==> src/rtl/flag_event_packer.sv <==
// Stamps clkB-domain event pulses with a timestamp and sequence number, buffers
// them and streams them as 32-bit words into the Xillybus write FIFO.
module flag_event_packer #(
  parameter int DEPTH = 16
) (
  input  logic                     clkB,
  input  logic                     rstB_n,
  input  logic                     FlagIn_clkB,
  input  logic                     clear,
  input  logic                     user_w_mydevice_full,
  output logic                     user_w_mydevice_wren,
  output logic [31:0]              user_w_mydevice_data,
  output logic [15:0]              drop_count,
  output logic [$clog2(DEPTH):0]   fifo_level
);

  localparam int AW = $clog2(DEPTH);
  localparam logic [AW:0] PTR_ONE = 1;

  logic [23:0] ts_q, ts_d;
  logic [6:0]  seq_q, seq_d;
  logic        lost_q, lost_d;
  logic [15:0] drop_q, drop_d;
  logic [AW:0] wr_ptr_q, wr_ptr_d;
  logic [AW:0] rd_ptr_q, rd_ptr_d;
  logic [31:0] mem_q [DEPTH];

  logic buf_empty;
  logic buf_full;
  logic pop;
  logic push;
  logic drop;

  always_comb begin
    buf_empty            = (wr_ptr_q == rd_ptr_q);
    buf_full             = (wr_ptr_q[AW] != rd_ptr_q[AW]) &&
                           (wr_ptr_q[AW-1:0] == rd_ptr_q[AW-1:0]);
    user_w_mydevice_wren = !buf_empty && !user_w_mydevice_full;
    // A same-cycle pop frees a slot, so a full buffer can still accept the push.
    pop                  = user_w_mydevice_wren && !clear;
    push                 = FlagIn_clkB && !clear && (!buf_full || pop);
    drop                 = FlagIn_clkB && !clear && !push;
  end

  always_comb begin
    ts_d     = ts_q;
    seq_d    = seq_q;
    lost_d   = lost_q;
    drop_d   = drop_q;
    wr_ptr_d = wr_ptr_q;
    rd_ptr_d = rd_ptr_q;
    if (clear) begin
      ts_d     = '0;
      seq_d    = '0;
      lost_d   = 1'b0;
      drop_d   = '0;
      wr_ptr_d = '0;
      rd_ptr_d = '0;
    end else begin
      ts_d = ts_q + 24'd1;
      if (push) begin
        wr_ptr_d = wr_ptr_q + PTR_ONE;
        seq_d    = seq_q + 7'd1;
        lost_d   = 1'b0;
      end
      if (drop) begin
        lost_d = 1'b1;
        if (drop_q != 16'hFFFF) begin
          drop_d = drop_q + 16'd1;
        end
      end
      if (pop) begin
        rd_ptr_d = rd_ptr_q + PTR_ONE;
      end
    end
  end

  always_ff @(posedge clkB or negedge rstB_n) begin
    if (!rstB_n) begin
      ts_q     <= '0;
      seq_q    <= '0;
      lost_q   <= 1'b0;
      drop_q   <= '0;
      wr_ptr_q <= '0;
      rd_ptr_q <= '0;
    end else begin
      ts_q     <= ts_d;
      seq_q    <= seq_d;
      lost_q   <= lost_d;
      drop_q   <= drop_d;
      wr_ptr_q <= wr_ptr_d;
      rd_ptr_q <= rd_ptr_d;
    end
  end

  // Storage needs no reset; contents are only visible once the pointers say so.
  always_ff @(posedge clkB) begin
    if (push) begin
      mem_q[wr_ptr_q[AW-1:0]] <= {lost_q, seq_q, ts_q};
    end
  end

  always_comb begin
    user_w_mydevice_data = mem_q[rd_ptr_q[AW-1:0]];
    drop_count           = drop_q;
    fifo_level           = wr_ptr_q - rd_ptr_q;
  end

endmodule
==> config.mk <==
export PLATFORM = sky130hd
export DESIGN_NAME = flag_event_packer
export DESIGN_NICKNAME = d
export VERILOG_FILES = /design/src/rtl/flag_event_packer.sv
export SDC_FILE = /design/constraint.sdc
export NUM_CORES = 1
export LEC_CHECK = 0
export CAP_MARGIN = 20
export CORE_MARGIN = 3
export CORE_UTILIZATION = 30
export CTS_BUF_LIST = sky130_fd_sc_hd__clkbuf_4 sky130_fd_sc_hd__clkbuf_8
export DETAILED_ROUTE_END_ITERATION = 10
export HOLD_SLACK_MARGIN = 0.03
export PLACE_DENSITY_LB_ADDON = 0.2
export SYNTH_ARGS = -nofsm -noshare
export SYNTH_HDL_FRONTEND = slang
export SYNTH_SLANG_ARGS = --single-unit
==> constraint.sdc <==
create_clock -name clkB -period 5.4 [get_ports clkB]
set_clock_uncertainty 0.15 [all_clocks]
set_input_delay 1.35 -clock clkB [delete_from_list [all_inputs] [get_ports clkB]]
set_output_delay 1.35 -clock clkB [all_outputs]
set_load 0.02 [all_outputs]
==> impl_results.md <==
* Outcome: completed
* Die width at approximately 280 um
* Area post-placement at ~0.025 mm2
* Sw Share at 23.77%
* Crit path DAT at 3.48 ns
* Hold Buf Count CTS at 0
* Post-synth top cells: 512 x edfxtp_1, 147 x nand2_1, 128 x mux4_2
* Starting DRT DRC Count at 702
* Placer Congestion at 0.7551
* Longest Clk Path Bufs at 3
* Final Cell Area at 0.02654 mm2
* Power Total at 9.802 mW
* Most used routing layer: met2
* Filler cells at a little over 7000
* MaxCap Viol Count at 0
* Pin count of the biggest net entering global routing at 60
* Post-Layout Cell Count at 2399
* Worst Tran Pin Value at 0.8968 ns
* Critical path peak fanout at 26
* Leakage power at 8.717 nW
* Required time of the critical path at 3.90 ns
* Most numerous cell in the Yosys netlist: edfxtp_1
* Skew-Pair Late Insertion Delay at 0.69 ns
* Reg-to-reg slack, setup at between 1.5 and 2 ns
* Area share of the largest cell type after synthesis at 67.96%
* Clock root cell: clkbuf_8
* YS warnings at 0
* Worst setup SP type: flip-flop
* First-pass GRT wire length at 83.20 mm
* Register Area at 0.01684 mm2
* Met3 GRT Util at about 2.6%
* Initial Util at 30.34%
* EDFF count, synth at 512
* End-of-flow core utilization at 35.59%
* Vias per cell at approximately 4.8
* Gates resized, CTS repair at 0
* Die area at 0.07874 mm2
* Synth top area cells: edfxtp_1 68%, mux4_2 13%, dfrtp_1 6.4%
* CTS Buf Count at a little under 100
* Die height at 280.6 um
* Setup Buffers After CTS at 0
* Total wire length at 55.62 mm
* Worst Hold Depth at 2
* Fin crit share at 92.17%
* Reg power frac at about half
* Total GRT Usage at 14.40%
* Wire length per cell at 23.18 um
* Clk pwr share at 39.4%
* Slew Limit Fails at 0
* I/O Pins at 59
* Unrepaired setup endpoints after global routing: false
* # H-tree levels at 3
* Syn_nets at 1236
* Met1 Track Usage GR at around a fifth
* Rows at 100
* CTS tree: built
* CP endpoint kind: output pin
* Logic pwr share at 11.0%
* Psw at about 2.3 mW
* Synth area leader: edfxtp_1
* Hold worst-path end: drop_count[1]
* Clock transition at path regs at ~0.06 ns
* CTS sink count at 570
* Placed Cells at 2221
* Drt first pass iters at 5
* Ys flop type: edfxtp_1
* Multi-input gate area at 0.005477 mm2
* Area grow syn2layout at 17.33%
* Fmax at roughly 0.2 GHz
* Crit path kind: flip-flop to output pin
* Mapped cell area at ~0.023 mm2
* Buffers on Ports at 58
* Async SR Flop Fraction at approximately 10%
* P_int at 7.472 mW
* FF+latch count, synth at 570
* R2R depth at 8
* Core area at 0.07457 mm2
* Share of the yosys chip area belonging to registers at 74.38%
* Pwr dens at between 300 and 400 mW/mm2
* Fin. Hold Viols at 0
* Total global routing overflow at 0
* Final min period at roughly 5 ns
* R2r endpoint: mem_q[10][14]
* Final setup violation count at 0
* Setup TNS at 0 ns
* Post-DP HPWL at just under 30 mm
* R2r startpoint: rd_ptr_q[2]
* GR Util met2 at 23.36%
* Slew HR at 40.21%
* Antenna-violating nets left at 0
* Mapped Avg Cell Area at 18.57 um2
* Min-delay src: drop_count[1]
* Unique masters post-synth at 50
* Initial antenna violation count at 2
* Vias post-DR at 11587
* Worst VDD drop at 0.1917 mV
* HP Class: flip-flop to flip-flop
* Vias in the first global route at 12586
* Drt drc at 0
* Fraction of layout cells with a size suffix above 1 at approximately 25%
* Final Net Count at 1369
* Post-Syn Instances at 1218
-- flip-flops by register name, indices dropped and copies added (netlist names) --
| signal | cells |
|---|---|
| ts_q | 24 |
| rd_ptr_q | 5 |
| mem_q | 512 |
| wr_ptr_q | 5 |
| seq_q | 7 |
| lost_q | 1 |
| drop_count | 16 |
-- how the worst max path moves through the flow --
stage / slack, ns / end / start / cells past startpoint
6_report: 0.42 / user_w_mydevice_data[28] / rd_ptr_q[0] / 6
5_1_grt: 0.20 / user_w_mydevice_data[28] / rd_ptr_q[0] / 6
4_1_cts: 0.29 / user_w_mydevice_data[28] / rd_ptr_q[0] / 6
3_5_place_dp: 0.96 / user_w_mydevice_wren / user_w_mydevice_full / 3
3_3_place_gp: 0.98 / user_w_mydevice_wren / user_w_mydevice_full / 3
2_1_floorplan: 1.42 / mem_q[12][0] / rd_ptr_q[2] / 11
-- stage by stage --
step | hold WS [ns] | setup WS, ns
2_1_floorplan | 0.4298 | 1.425
3_3_place_gp | 0.4408 | 0.9750
3_5_place_dp | 0.4436 | 0.9582
4_1_cts | 0.4556 | 0.2898
5_1_grt | 0.5101 | 0.2000
6_report | 0.4474 | 0.4228
-- worst max-delay path, stage by stage (launching register included) --
cell and delay, ns:
dfrtp_4 0.79, buf_4 0.46, mux4_2 0.30, nand2_1 0.06, and3_1 0.20, a31oi_1 0.30
clkdlybuf4s50_1 0.68
-- layout by cell type, fill, tap and decap left out, types with 13 or more instances in the layout --
cell,count
a31oi_1,33
and3_1,36
clkbuf_4,35
buf_4,24
nand3_1,15
edfxtp_1,512
clkinv_1,18
nor2_1,61
clkbuf_8,105
clkdlybuf4s50_1,56
xor2_1,23
dfrtp_1,54
nand2_1,147
nand4_1,16
xnor2_1,27
buf_12,13
mux4_2,128
-- layout make-up --
cell class	count	share of cell area (%)
inverter	14	0.1980
clock buffer	140	6.435
antenna	2	0.01886
clock inverter	36	0.8957
timing repair buffer	95	3.809
multi-input combinational	573	20.63
tap	969	4.568
sequential	570	63.44
-- power by group through the flow --
| stage | registers, mW | logic (mW) | clock network, mW |
|---|---|---|---|
| 6_report | 4.87 | 1.08 | 3.86 |
| 5_1_grt | 4.87 | 1.18 | 4.20 |
| 4_1_cts | 4.87 | 1.11 | 3.98 |
| 3_5_place_dp | 4.96 | 1.11 | 0 |
| 3_3_place_gp | 4.96 | 1.11 | 0 |
| 2_1_floorplan | 4.90 | 0.793 | 0 |
-- metal layers --
metal | share of wire [%] | up-vias | wire, um
met3 | 4.7 | 66 | 2621
met1 | 45 | 6168 | 24950
met5 | 0 | - | 0
met2 | 48 | 273 | 26970
met4 | 1.9 | 0 | 1076
li1 | - | 5080 | -
-- cell families (layout without fill, tap and decap cells) --
logic type               after synthesis  after routing  synth area share [%]
AO/OA/AOI/OAI                         50             50                 1.388
XOR/XNOR                              51             51                 2.008
adder cells (fa/ha/maj)               13             13                0.7522
buffers and inverters                 75            285                 1.499
flip-flops                           570            570                 74.38
multiplexers                         131            131                 12.88
other                                  0              2                     0
AND/OR/NAND/NOR                      328            328                 7.096
(Power assumes the default switching activity.)
